--- src/rtl/pong_game_engine.sv ---
// pong_game_engine: ball, paddle, score and match state for the VGA pong renderer.
// All state advances once per frame_tick; outputs are registers read directly by the wrapper.
// A start pulse is taken in any cycle, with or without frame_tick.
// Optional build macro PONG_AI_P2_EN: the right paddle tracks the ball instead of KEY[1:0].
`timescale 1ns/1ps
module pong_game_engine #(
  parameter int H_ACTIVE     = 800,
  parameter int V_ACTIVE     = 600,
  parameter int PADDLE_H     = 80,
  parameter int PADDLE_W     = 8,
  parameter int P1_X         = 20,
  parameter int BALL_SZ      = 8,
  parameter int BALL_STEP    = 4,
  parameter int PADDLE_STEP  = 6,
  parameter int SERVE_FRAMES = 60,
  parameter int MAX_SCORE    = 9
) (
  input  logic        clock,
  input  logic        reset,
  input  logic        frame_tick,
  input  logic        start,
  input  logic [3:0]  KEY,
  output logic [10:0] XDotPosition,
  output logic [10:0] YDotPosition,
  output logic [10:0] P1y,
  output logic [10:0] P2y,
  output logic [3:0]  score1,
  output logic [3:0]  score2,
  output logic [1:0]  game_state,
  output logic        game_over
);
  localparam int P2_X    = H_ACTIVE - P1_X - PADDLE_W;
  localparam int X_CTR   = (H_ACTIVE - BALL_SZ) / 2;
  localparam int Y_CTR   = (V_ACTIVE - BALL_SZ) / 2;
  localparam int PAD_CTR = (V_ACTIVE - PADDLE_H) / 2;
  localparam int PAD_MAX = V_ACTIVE - PADDLE_H;
  localparam int Y_MAX   = V_ACTIVE - BALL_SZ;
  localparam int P1_FACE = P1_X + PADDLE_W;
  localparam int P2_FACE = P2_X - BALL_SZ;
  localparam int CNT_W   = $clog2(SERVE_FRAMES + 1);

  localparam logic signed [11:0] BALL_STEP_S = 12'(BALL_STEP);
  localparam logic signed [11:0] X_MAX_S     = 12'(H_ACTIVE - BALL_SZ);
  localparam logic signed [11:0] Y_MAX_S     = 12'(Y_MAX);
  localparam logic signed [11:0] P1_FACE_S   = 12'(P1_FACE);
  localparam logic signed [11:0] P2_FACE_S   = 12'(P2_FACE);

  typedef enum logic [1:0] {
    S_IDLE  = 2'd0,
    S_SERVE = 2'd1,
    S_PLAY  = 2'd2,
    S_OVER  = 2'd3
  } state_e;

  state_e             state_q, state_d;
  logic [10:0]        x_q, x_d, y_q, y_d;
  logic [10:0]        p1y_q, p1y_d, p2y_q, p2y_d;
  logic               dx_neg_q, dx_neg_d, dy_neg_q, dy_neg_d;
  logic [3:0]         score1_q, score1_d, score2_q, score2_d;
  logic [CNT_W-1:0]   cnt_q, cnt_d;
  logic               game_over_q;

  logic               p1_up, p1_dn, p2_up, p2_dn;
  logic signed [11:0] nx, ny;
  logic               p1_overlap, p2_overlap, p1_hit, p2_hit;

  // One frame of paddle travel: single direction moves and clamps, both/neither holds.
  function automatic logic [10:0] paddle_next(input logic [10:0] y, input logic up, input logic dn);
    paddle_next = y;
    if (up && !dn)
      paddle_next = (y < 11'(PADDLE_STEP)) ? 11'd0 : y - 11'(PADDLE_STEP);
    else if (dn && !up)
      paddle_next = (y > 11'(PAD_MAX - PADDLE_STEP)) ? 11'(PAD_MAX) : y + 11'(PADDLE_STEP);
  endfunction

  assign p1_up = ~KEY[3];
  assign p1_dn = ~KEY[2];

`ifdef PONG_AI_P2_EN
  logic [11:0] ball_cy, p2_cy;
  // Right paddle chases the ball centre, holding inside a one-step dead band.
  always_comb begin
    ball_cy = {1'b0, y_q} + 12'(BALL_SZ / 2);
    p2_cy   = {1'b0, p2y_q} + 12'(PADDLE_H / 2);
    p2_up   = (ball_cy + 12'(PADDLE_STEP)) < p2_cy;
    p2_dn   = ball_cy > (p2_cy + 12'(PADDLE_STEP));
  end
`else
  assign p2_up = ~KEY[1];
  assign p2_dn = ~KEY[0];
`endif

  // Candidate ball position and paddle contact tests, all from pre-tick positions.
  always_comb begin
    nx = $signed({1'b0, x_q}) + (dx_neg_q ? -BALL_STEP_S : BALL_STEP_S);
    ny = $signed({1'b0, y_q}) + (dy_neg_q ? -BALL_STEP_S : BALL_STEP_S);
    p1_overlap = (({1'b0, y_q} + 12'(BALL_SZ)) > {1'b0, p1y_q}) &&
                 ({1'b0, y_q} < ({1'b0, p1y_q} + 12'(PADDLE_H)));
    p2_overlap = (({1'b0, y_q} + 12'(BALL_SZ)) > {1'b0, p2y_q}) &&
                 ({1'b0, y_q} < ({1'b0, p2y_q} + 12'(PADDLE_H)));
    p1_hit = dx_neg_q && (x_q >= 11'(P1_FACE)) && (nx <= P1_FACE_S) && p1_overlap;
    p2_hit = !dx_neg_q && (x_q <= 11'(P2_FACE)) && (nx >= P2_FACE_S) && p2_overlap;
  end

  // Match FSM next state together with ball, paddle, score and serve counter updates.
  always_comb begin
    state_d  = state_q;
    x_d      = x_q;
    y_d      = y_q;
    p1y_d    = p1y_q;
    p2y_d    = p2y_q;
    dx_neg_d = dx_neg_q;
    dy_neg_d = dy_neg_q;
    score1_d = score1_q;
    score2_d = score2_q;
    cnt_d    = cnt_q;
    case (state_q)
      S_IDLE, S_OVER: begin
        if (start) begin
          state_d  = S_SERVE;
          score1_d = 4'd0;
          score2_d = 4'd0;
          x_d      = 11'(X_CTR);
          y_d      = 11'(Y_CTR);
          cnt_d    = '0;
        end
      end
      S_SERVE: begin
        if (frame_tick) begin
          p1y_d = paddle_next(p1y_q, p1_up, p1_dn);
          p2y_d = paddle_next(p2y_q, p2_up, p2_dn);
          cnt_d = cnt_q + CNT_W'(1);
          if (cnt_d == CNT_W'(SERVE_FRAMES))
            state_d = S_PLAY;
        end
      end
      S_PLAY: begin
        if (frame_tick) begin
          p1y_d = paddle_next(p1y_q, p1_up, p1_dn);
          p2y_d = paddle_next(p2y_q, p2_up, p2_dn);
          // Top/bottom walls
          if (ny <= 12'sd0) begin
            y_d      = 11'd0;
            dy_neg_d = 1'b0;
          end else if (ny >= Y_MAX_S) begin
            y_d      = 11'(Y_MAX);
            dy_neg_d = 1'b1;
          end else begin
            y_d = ny[10:0];
          end
          // Paddles first, then misses; a miss recentres the ball and overrides the wall result.
          if (p1_hit) begin
            x_d      = 11'(P1_FACE);
            dx_neg_d = 1'b0;
          end else if (p2_hit) begin
            x_d      = 11'(P2_FACE);
            dx_neg_d = 1'b1;
          end else if (nx <= 12'sd0) begin
            score2_d = score2_q + 4'd1;
            dx_neg_d = 1'b1;
            x_d      = 11'(X_CTR);
            y_d      = 11'(Y_CTR);
            cnt_d    = '0;
            state_d  = (score2_d == 4'(MAX_SCORE)) ? S_OVER : S_SERVE;
          end else if (nx >= X_MAX_S) begin
            score1_d = score1_q + 4'd1;
            dx_neg_d = 1'b0;
            x_d      = 11'(X_CTR);
            y_d      = 11'(Y_CTR);
            cnt_d    = '0;
            state_d  = (score1_d == 4'(MAX_SCORE)) ? S_OVER : S_SERVE;
          end else begin
            x_d = nx[10:0];
          end
        end
      end
      default: state_d = S_IDLE;
    endcase
  end

  // State register; reset puts the ball and paddles at centre with the ball heading down-right.
  always_ff @(posedge clock or posedge reset) begin
    if (reset) begin
      state_q     <= S_IDLE;
      x_q         <= 11'(X_CTR);
      y_q         <= 11'(Y_CTR);
      p1y_q       <= 11'(PAD_CTR);
      p2y_q       <= 11'(PAD_CTR);
      dx_neg_q    <= 1'b0;
      dy_neg_q    <= 1'b0;
      score1_q    <= 4'd0;
      score2_q    <= 4'd0;
      cnt_q       <= '0;
      game_over_q <= 1'b0;
    end else begin
      state_q     <= state_d;
      x_q         <= x_d;
      y_q         <= y_d;
      p1y_q       <= p1y_d;
      p2y_q       <= p2y_d;
      dx_neg_q    <= dx_neg_d;
      dy_neg_q    <= dy_neg_d;
      score1_q    <= score1_d;
      score2_q    <= score2_d;
      cnt_q       <= cnt_d;
      game_over_q <= (state_d == S_OVER);
    end
  end

  assign XDotPosition = x_q;
  assign YDotPosition = y_q;
  assign P1y          = p1y_q;
  assign P2y          = p2y_q;
  assign score1       = score1_q;
  assign score2       = score2_q;
  assign game_state   = state_q;
  assign game_over    = game_over_q;

endmodule

--- config.mk ---
export PLATFORM = sky130hd
export DESIGN_NAME = pong_game_engine
export DESIGN_NICKNAME = d
export VERILOG_FILES = /design/src/rtl/pong_game_engine.sv
export SDC_FILE = /design/constraint.sdc
export NUM_CORES = 1
export LEC_CHECK = 0
export CAP_MARGIN = 40
export CORE_MARGIN = 10
export CORE_UTILIZATION = 50
export DETAILED_ROUTE_END_ITERATION = 7
export PLACE_DENSITY = 0.82
export SLEW_MARGIN = 20
export SYNTH_ARGS = -nofsm -noshare
export SYNTH_HDL_FRONTEND = slang
export SYNTH_SLANG_ARGS = --single-unit
--- constraint.sdc ---
create_clock -name clock -period 7.65 [get_ports clock]
set_input_delay 0.765 -clock clock [delete_from_list [all_inputs] [get_ports clock]]
set_output_delay 0.765 -clock clock [all_outputs]
set_load 0.02 [all_outputs]
==> results.tsv, run 1 <==
stage	metric	value	unit
sta	fin_crit_sh	0.5455	
routing	via_count	5832	
logic_synthesis	synth_ff_type	dfrtp_1	
critical_path	crit_chain	inv_1 > fa_1 > nand2b_1 > a21bo_4 > o41a_1 > o211a_1 > or4_4 > o2111a_1 > nor4_1 > o32ai_1 > nor4_1	
sta	maxSlewViolCount	0	
die	die_w	128.5	um
die	dieHeight	128.5	um
clocking	htreeDepth	3	
power_and_ir_drop	power_switching	0.0008186	W
worst_hold_path	min_to	cnt_q[5]	
logic_synthesis	synth_fa_ha_area_frac	0.1682	
critical_path	max_stage_delay	0.61	ns
worst_hold_path	hold_start	cnt_q[5]	
critical_path	cp.required	7.87	ns
placed_design	postPlaceCellArea	6539	um2
power_and_ir_drop	internal-power	0.001025	W
clocking	cts_buffers	9	
sta	fmax	239.6	MHz
critical_path	r2r_slack	3.48	ns
placed_design	globalplace.congestion	0.9382	
layout	drive_above_1_share	0.05161	
logic_synthesis	synth_area	5891	um2
die	num_rows	39	
global_routing	grt_overflow	0	
sta	worst_slew_pin_slew	0.7787	ns
sta	hold-worst-slack	0.4988	ns
sta	setup_tns	0	ns
logic_synthesis	postSynthCellCount	721	
routing	vias_per_cell	6.353	
clocking	clkSinkCount	59	
critical_path	critPathLaunchType	flip-flop	
layout	area_growth	16.44	%
critical_path	cp_top_family	simple AND/OR/NAND/NOR gates	
logic_synthesis	synth-xor-area-share	0.05055	
clocking	cts_resized	0	
critical_path	cp_data_arrival_time	4.39	ns
clocking	clock_latency	0.34	ns
global_routing	grt_pass1_wl	27.72	mm
run_status	status	finished clean	
critical_path	r2r-end	game_over	
critical_path	crit_buf_inv	1	
placed_design	portBuffers	58	
routing	ant_nets	0	
logic_synthesis	yosysWarnings	0	
critical_path	crit_fanout	12	
layout	final_common_cell	ha_1	
layout	nNetsFinal	856	
logic_synthesis	seq_area_frac_synth	0.2530	
critical_path	rr_startpoint	dx_neg_q	
placed_design	dp_hpwl	12.47	mm
sta	rsz0062_at_grt	false	
logic_synthesis	synth_edf_count	0	
layout	final_cell_mix	76 x ha_1, 66 x o21ai_0, 65 x nand2_1, 58 x nor2_1, 58 x clkdlybuf4s50_1	
routing	drt_iter0_drc	510	
power_and_ir_drop	sequentialPowerShare	0.275	
layout	design_area	6859	um2
critical_path	slowest_stage	dfrtp_1	
layout	post_layout_nonfiller_instances	918	
power_and_ir_drop	swShare	0.4440	
sta	fin_skew	0.007811	ns
sta	setup_violations	0	
clocking	cts_tree	done	
routing	route.detailed.drc	0	
layout	diodes	0	
global_routing	grt_pass1_vias	5630	
global_routing	antenna_found_initial	0	
critical_path	reg2reg_depth	11	
die	ios	63	
critical_path	critPathKind	flip-flop to flip-flop	
die	start_util	0.5137	
critical_path	startpoint	dx_neg_q	
die	die_area	16520	um2
logic_synthesis	syn_avg_cell_area	8.170	um2
power_and_ir_drop	clockPowerShare	0.230	
routing	detail_route.wirelength	16.74	mm
clocking	clockBufferDepth	2	
placed_design	dp_cells	900	
clocking	cts_hold_buffers	0	
power_and_ir_drop	ir_drop	226.5	uV
logic_synthesis	synth_compound_area_frac	0.2700	
critical_path	critical_path.endpoint_type	flip-flop	
global_routing	track_usage	0.2004	
critical_path	critPathMostFrequentCell	nor4_1	
logic_synthesis	ys_ff_latch	59	
worst_hold_path	hold_class	flip-flop to flip-flop	
clocking	cts-root-buf	clkbuf_16	
logic_synthesis	synthArstFlopShare	1.000	
power_and_ir_drop	p_leak	3.028	nW
worst_hold_path	hold-path-cell-count	1	
die	core	11470	um2
power_and_ir_drop	power_frac_comb	0.494	
logic_synthesis	synth.area.mux_share	0.01423	
logic_synthesis	synth_top_family_by_area	compound AO/OA/AOI/OAI gates	
power_and_ir_drop	power_density	268.8	nW/um2
sta	period_minus_slack	4.173	ns
sta	max_slew_margin	0.4808	
global_routing	grt_max_degree	60	
clocking	cts.reportedPaths.clkPinSlew	0.05	ns
logic_synthesis	yosys.area_share.simple	0.1914	
routing	wire_per_inst	18.23	um
clocking	cts_setup_buffers	0	
logic_synthesis	ys_types	70	
routing	first_pass_iters	5	
flow_run	maxCapViolCount	0	
sta	final-hold-violation-count	0	
[worst max path at each step]
stage          cells after the start        end  slack [ns]
6_report                          11  game_over        3.48
5_1_grt                           11  game_over        3.30
4_1_cts                           11  game_over        3.52
3_5_place_dp                      11  game_over        3.57
3_3_place_gp                      11  game_over        3.77
2_1_floorplan                     12   cnt_q[3]        3.91
[layout make-up]
| type | instances | area (um2) |
|---|---|---|
| clock buffers | 15 | 277.8 |
| repair buffers | 61 | 600.6 |
| flip-flops and latches | 59 | 1490 |
| inverters | 47 | 176.4 |
| well taps | 143 | 178.9 |
| clock inverters | 1 | 30.03 |
| fillers | 1035 | 4608 |
| multi-input cells | 592 | 4105 |
[registers in the layout (all words and copies together) (netlist names)]
signal        count
game_state        2
P2y              10
dx_neg_q          1
dy_neg_q          1
YDotPosition     11
score1            4
XDotPosition      9
game_over         1
score2            4
P1y              10
cnt_q             6
[stage by stage]
stage | util | worst slack [ns] | total power [W]
floorplan | - | 3.908 | 0.001108
global placement | 0.5702 | 3.773 | 0.001355
detailed placement | 0.5702 | 3.568 | 0.001395
CTS | 0.5971 | 3.516 | 0.001832
global route | 0.5981 | 3.298 | 0.001979
finish | 0.5981 | 3.477 | 0.001844
[cells by family (layout without fill, tap and decap cells)]
family                   count (synthesis)  count (layout)
adder cells (fa/ha/maj)                 78              78
AO/OA/AOI/OAI                          237             237
other                                    1               4
flip-flops                              59              59
AND/OR/NAND/NOR                        231             231
XOR/XNOR                                34              34
buffers and inverters                   73             124
multiplexers                             8               8
[worst reg2reg max path, cell delays in order, from the launching register on]
cell and delay [ns]:
dfrtp_1 0.61, inv_1 0.15, fa_1 0.44, nand2b_1 0.21, a21bo_4 0.23, o41a_1 0.10, o211a_1 0.23, or4_4 0.57
o2111a_1 0.42, nor4_1 0.58, o32ai_1 0.20, nor4_1 0.33
[synthesized netlist by cell type, types with 8 or more instances]
cell type,n,share of area
nor3_1,17,0.014
o31ai_1,8,0.010
xor2_1,11,0.016
clkbuf_1,16,0.010
nor2_1,58,0.037
dfstp_2,11,0.049
nand2_1,65,0.041
dfrtp_1,48,0.20
inv_1,47,0.030
a21o_1,10,0.013
nor4_1,11,0.012
and3_1,11,0.012
xnor2_1,23,0.034
o211ai_1,12,0.015
nand4_1,9,0.0096
nor2b_1,8,0.0085
nand3_1,18,0.015
o21ai_0,66,0.056
a21oi_1,49,0.042
a211oi_1,8,0.010
ha_1,76,0.16
[per-layer routing]
layer,part of all wire,wire length [um],global-route usage
met1,0.42,7043,0.2456
met2,0.49,8252,0.3428
met3,0.071,1182,0.05010
met4,0.016,260,0.05305
met5,0,0,0
[power by group through the flow]
stage	Clock [W]	Sequential [W]	Combinational, W
2_1_floorplan	0	0.000510	0.000598
3_3_place_gp	0	0.000503	0.000852
3_5_place_dp	0	0.000508	0.000888
4_1_cts	0.000427	0.000504	0.000901
5_1_grt	0.000441	0.000524	0.00101
6_report	0.000424	0.000508	0.000912
Power figures use the tool's default switching activity.
==> run 2: changes to the inputs <==
Settings changed: PLACE_DENSITY 0.82 to 0.85.
Clock period 7.65 ns to 3.75 ns, I/O delays scaled along.
==> run 2 against run 1 <==
  * Non-clock buffer count is 21 higher
  * Combinational power increased by 100%
  * Largest cell class unchanged
  * Clock skew fell by 0.00070 ns
  * Clock power grew 80%
  * Setup slack got worse by 3.4 ns
  * First-iteration DRC count up 8.6%
  * Routed wire length decreased by 2.8%
  * Register-to-register slack worse by 3.4 ns
  * Fmax up 14%
  * Cell area grew 2.8%
==> results.tsv, run 2 (same netlist as run 1, synthesis figures left out) <==
stage	metric	value	unit	change
run_status	status	finished clean		unchanged
layout	multi_input_area	4169	um2	was 4105 um2
die	die_area	16520	um2	unchanged
routing	detail_route.wirelength	16.27	mm	was 16.74 mm
clocking	cts_hold_buffers	0		unchanged
routing	drt_iter0_drc	554		was 510
layout	nFillCells	970		was 1035
layout	seqCellArea	1491	um2	was 1490 um2
clocking	clock_latency	0.35	ns	was 0.34 ns
sta	fin_crit_sh	0.9741		was 0.5455
die	start_util	0.5137		unchanged
routing	ant_nets	0		unchanged
critical_path	critical_path.endpoint_type	flip-flop		unchanged
layout	final_cell_mix	76 x ha_1, 66 x o21ai_0, 65 x nand2_1, 58 x nor2_1, 58 x clkdlybuf4s50_1		unchanged
layout	area_growth	19.69	%	was 16.44%
clocking	cts-root-buf	clkbuf_16		unchanged
layout	final_common_cell	ha_1		unchanged
routing	via_count	5847		was 5832
global_routing	grt_pass1_wl	26.41	mm	was 27.72 mm
layout	design_area	7051	um2	was 6859 um2
placed_design	postPlaceCellArea	6716	um2	was 6539 um2
global_routing	grt_pass1_vias	5486		was 5630
die	die_w	128.5	um	unchanged
layout	drive_above_1_share	0.08417		was 0.05161
clocking	cts_tree	done		unchanged
critical_path	reg2reg_depth	11		unchanged
clocking	clockBufferDepth	2		unchanged
routing	wire_per_inst	17.33	um	was 18.23 um
power_and_ir_drop	ir_drop	470.2	uV	was 226.5 uV
worst_hold_path	hold_class	input port to async pin		was flip-flop to flip-flop
clocking	htreeDepth	3		unchanged
clocking	cts.reportedPaths.clkPinSlew	0.05	ns	about the same
power_and_ir_drop	p_leak	3.109	nW	was 3.028 nW
clocking	cts_buffers	9		unchanged
sta	rsz0062_at_grt	false		unchanged
critical_path	cp.required	3.96	ns	was 7.87 ns
die	dieHeight	128.5	um	unchanged
sta	final-hold-violation-count	0		unchanged
critical_path	crit_fanout	7		was 12
power_and_ir_drop	power_density	516.9	nW/um2	was 268.8 nW/um2
clocking	clkSinkCount	59		unchanged
die	core	11470	um2	unchanged
sta	maxSlewViolCount	0		unchanged
flow_run	maxCapViolCount	0		unchanged
sta	period_minus_slack	3.653	ns	was 4.173 ns
global_routing	antenna_found_initial	0		unchanged
sta	max_slew_margin	0.5695		was 0.4808
global_routing	grt_overflow	0		unchanged
global_routing	grt_max_degree	26		was 60
die	ios	63		unchanged
routing	vias_per_cell	6.227		was 6.353
placed_design	dp_hpwl	12.10	mm	was 12.47 mm
routing	route.detailed.drc	0		unchanged
die	num_rows	39		unchanged
sta	fin_skew	0.007107	ns	was 0.007811 ns
sta	fmax	273.8	MHz	was 239.6 MHz
layout	diodes	0		unchanged
layout	largest_reg_flops	11		unchanged
global_routing	track_usage	0.1908		was 0.2004
placed_design	globalplace.congestion	0.9373		was 0.9382
placed_design	portBuffers	58		unchanged
layout	nNetsFinal	877		was 856
critical_path	critPathLaunchType	flip-flop		unchanged
critical_path	cp_data_arrival_time	3.87	ns	was 4.39 ns
sta	worst_slew_pin_slew	0.6376	ns	was 0.7787 ns
sta	setup_violations	0		unchanged
sta	setup_tns	0	ns	unchanged
routing	first_pass_iters	5		unchanged
critical_path	critPathKind	flip-flop to flip-flop		unchanged
==> run 2: critical path, cell delays in order, from the launching register on <==
cell,delay (ns)
dfstp_2,0.55
inv_1,0.07
fa_1,0.43
nand2b_4,0.18
a21bo_4,0.22
o41a_1,0.10
o211a_1,0.22
or4_4,0.58
o2111a_2,0.36
o41a_1,0.42
o31ai_1,0.28
o41ai_1,0.11
==> run 2: routing by layer <==
metal	up-vias	GRT usage	part of all wire	wire length (um)
met4	0	0.07073	0.022	357
li1	2815	-	-	-
met3	35	0.04476	0.068	1113
met2	220	0.3108	0.47	7683
met1	2777	0.2409	0.44	7117
met5	-	0	0	0
==> run 2: final timing paths <==
check | startpoint | endpoint | slack (ns)
setup reg to reg | XDotPosition[3] | cnt_q[3] | 0.1
hold reg to reg | cnt_q[5] | cnt_q[5] | 0.53
max in group asynchronous | reset | P1y[8] | 2.57
hold / removal | reset | cnt_q[2] | 0.32
min in group clock | cnt_q[5] | cnt_q[5] | 0.53
setup / recovery | XDotPosition[3] | cnt_q[3] | 0.1
==> run 2: layout make-up <==
| class | instances | share of cell area |
|---|---|---|
| clock buffers | 16 | 0.03709 |
| inverters | 47 | 0.02502 |
| multi-input cells | 592 | 0.5913 |
| flip-flops and latches | 59 | 0.2115 |
| well taps | 143 | 0.02538 |
| repair buffers | 82 | 0.1097 |
==> run 2: through the flow <==
stage	util	total power, W	worst slack [ns]	hold slack (ns)	cells
after global routing	0.6148	0.003921	0.006517	0.3506	939
after floorplan	-	0.002261	0.007746	0.4540	724
final	0.6148	0.003644	0.09719	0.3178	939
after CTS	0.6085	0.003612	0.05371	0.3225	938
after detailed placement	0.5857	0.002838	0.04945	0.4862	922
after global placement	0.5840	0.002803	0.1531	0.4867	921
==> run 2: repair_timing <==
item	in CTS	in global routing
setup buffers	0	1
resized for setup	0	12
setup endpoints to repair	0	10
==> run 2: power breakdown <==
part           leakage [nW]  internal [W]  total, W  switching (W)
logic                  2.22      0.000766   0.00186        0.00110
registers             0.761      0.000770   0.00102       0.000248
clock network         0.125      0.000466  0.000762       0.000295
==> run 3: changes to the inputs <==
Settings changed: CAP_MARGIN 40 to 20, RECOVER_POWER set to 50.
==> run 3 against run 2 <==
  * The run now ends with max-capacitance violations, max-slew violations left
  * Non-clock buffer count fell by 1
  * Sequential power is essentially flat
  * Global-route usage rose by 0.42 points
  * Via count is 0.68% higher
  * Power increased by 2.5%
  * Clock-buffer cell count is 1 lower
  * Fmax up 1.3%
  * Die area did not move
  * Clock skew fell by 0.00051 ns
  * Largest power group unchanged
==> results.tsv, run 3 (same netlist as run 1, synthesis figures left out) <==
stage	metric	value	unit	change
run_status	status	finished, violations left		was finished clean
run_status	violations	max-capacitance violations, max-slew violations		
die	die_w	128.5	um	unchanged
critical_path	crit_fanout	7		unchanged
worst_hold_path	hold_class	flip-flop to flip-flop		was input port to async pin
die	num_rows	39		unchanged
sta	maxSlewViolCount	39		was 0
sta	period_minus_slack	3.605	ns	was 3.653 ns
worst_hold_path	hold-path-cell-count	1		
worst_hold_path	hold_start	cnt_q[5]		
routing	route.detailed.drc	0		unchanged
critical_path	critPathKind	flip-flop to flip-flop		unchanged
clocking	cts_tree	done		unchanged
critical_path	crit_cells	11		unchanged
layout	final_common_cell	ha_1		unchanged
critical_path	critical_path.endpoint_type	flip-flop		unchanged
placed_design	globalplace.congestion	0.9373		unchanged
global_routing	track_usage	0.1950		was 0.1908
clocking	cts_buffers	9		unchanged
global_routing	antenna_found_initial	0		unchanged
die	core	11470	um2	unchanged
global_routing	grt_pass1_wl	26.90	mm	was 26.41 mm
routing	vias_per_cell	6.276		was 6.227
die	ios	63		unchanged
sta	setup_tns	0	ns	unchanged
die	start_util	0.5137		unchanged
clocking	htreeDepth	3		unchanged
power_and_ir_drop	p_leak	3.186	nW	was 3.109 nW
routing	detail_route.wirelength	16.45	mm	was 16.27 mm
placed_design	portBuffers	58		unchanged
critical_path	critPathLaunchType	flip-flop		unchanged
sta	fin_skew	0.006592	ns	was 0.007107 ns
layout	largest_reg_flops	11		unchanged
clocking	cts-root-buf	clkbuf_16		unchanged
layout	drive_above_1_share	0.08553		was 0.08417
routing	first_pass_iters	7		was 5
routing	drt_iter0_drc	476		was 554
critical_path	crit_chain	inv_1 > fa_1 > nand2b_4 > a21bo_4 > o41a_1 > o211a_1 > or4_4 > o2111a_2 > o41ai_4 > nand2_2 > o41ai_1		was inv_1 > fa_1 > nand2b_4 > a21bo_4 > o41a_1 > o211a_1 > or4_4 > o2111a_2 > o41a_1 > o31ai_1 > o41ai_1
global_routing	grt_pass1_vias	5510		was 5486
die	die_area	16520	um2	unchanged
sta	final-hold-violation-count	0		unchanged
sta	fmax	277.4	MHz	was 273.8 MHz
critical_path	startpoint	XDotPosition[3]		unchanged
die	dieHeight	128.5	um	unchanged
power_and_ir_drop	ir_drop	437.5	uV	was 470.2 uV
sta	fin_crit_sh	0.9613		was 0.9741
critical_path	crit_buf_inv	1		unchanged
power_and_ir_drop	power_density	528.3	nW/um2	was 516.9 nW/um2
clocking	clkSinkCount	59		unchanged
global_routing	grt_overflow	0		unchanged
routing	ant_nets	0		unchanged
critical_path	cp_data_arrival_time	3.83	ns	was 3.87 ns
routing	via_count	5887		was 5847
layout	final_cell_mix	76 x ha_1, 66 x o21ai_0, 64 x nand2_1, 58 x nor2_1		was 76 x ha_1, 66 x o21ai_0, 65 x nand2_1, 58 x nor2_1, 58 x clkdlybuf4s50_1
critical_path	slowest_stage	or4_4		unchanged
sta	max_slew_margin	-0.01145		was 0.5695
critical_path	cp_top_family	compound AO/OA/AOI/OAI gates		unchanged
clocking	cts_hold_buffers	0		unchanged
clocking	cts.reportedPaths.clkPinSlew	0.05	ns	about the same
sta	setup_ws	0.1449	ns	was 0.09719 ns
layout	nNetsFinal	876		was 877
sta	worst_slew_pin_slew	1.516	ns	was 0.6376 ns
placed_design	dp_slack	0.04881	ns	was 0.04945 ns
layout	nFillCells	954		was 970
clocking	clockBufferDepth	2		unchanged
routing	wire_per_inst	17.53	um	was 17.33 um
clocking	clock_latency	0.34	ns	was 0.35 ns
critical_path	rr_startpoint	XDotPosition[3]		unchanged
critical_path	cp.required	3.98	ns	was 3.96 ns
layout	diodes	0		unchanged
sta	setup_violations	0		unchanged
critical_path	reg2reg_depth	11		unchanged
layout	area_growth	20.03	%	was 19.69%
sta	rsz0062_at_grt	false		unchanged
global_routing	grt_max_degree	39		was 26
critical_path	max_stage_delay	0.58	ns	about the same
flow_run	maxCapViolCount	1		was 0
placed_design	dp_hpwl	12.16	mm	was 12.10 mm
==> run 3: changes by cell type in the layout (fill, tap and decap cells not counted), moves of 2 or more <==
cell	before	now
clkdlybuf4s50_1	58	32
dlygate4sd3_1	0	26
clkbuf_1	6	4
clkbuf_8	1	3
==> run 3: power breakdown <==
group          leakage, nW  switching [W]  total, W  internal (W)
Clock                0.150       0.000293  0.000862      0.000569
Sequential           0.763       0.000245   0.00102      0.000770
Combinational         2.27        0.00111   0.00186      0.000748
==> run 3: metrics by stage <==
| stage | utilization | cell area, um2 | instances | total power [W] | hold slack (ns) |
|---|---|---|---|---|---|
| CTS | 0.6108 | 7004 | 937 | 0.003726 | 0.5087 |
| global placement | 0.5840 | 6696 | 921 | 0.002803 | 0.4867 |
| global route | 0.6166 | 7071 | 938 | 0.004017 | 0.5347 |
| floorplan | - | 5902 | 724 | 0.002261 | 0.4540 |
| finish | 0.6166 | 7071 | 938 | 0.003735 | 0.5245 |
| detailed placement | 0.5840 | 6696 | 921 | 0.002839 | 0.4848 |
==> run 3: path summary, 6_finish.rpt <==
kind / endpoint / slack [ns]
worst min register to register: cnt_q[5] / 0.52
worst max-delay path: cnt_q[5] / 0.14
worst max register to register: cnt_q[5] / 0.14
min in group asynchronous: cnt_q[2] / 0.93
max in group asynchronous: P1y[3] / 1.04
worst min-delay path: cnt_q[5] / 0.52
==> run 3: what timing repair did <==
action	in CTS	in global routing
setup buffers	0	1
resized for setup	0	12
setup endpoints to repair	0	11
==> run 3: area by class of cell <==
cell class                 instances  area [um2]  share of cell area
multi-input combinational        592        4168              0.5895
timing repair buffer              81       749.5              0.1060
tap                              143       178.9             0.02531
inverter                          47       176.4             0.02495
clock inverter                     1       30.03            0.004247
clock buffer                      15       277.8             0.03929
sequential                        59        1490              0.2108
==> run 3: metal layers <==
metal | part of all wire | global-route usage
met5 | 0 | 0
met3 | 0.079 | 0.05667
met1 | 0.43 | 0.2433
met4 | 0.018 | 0.06287
met2 | 0.47 | 0.3174
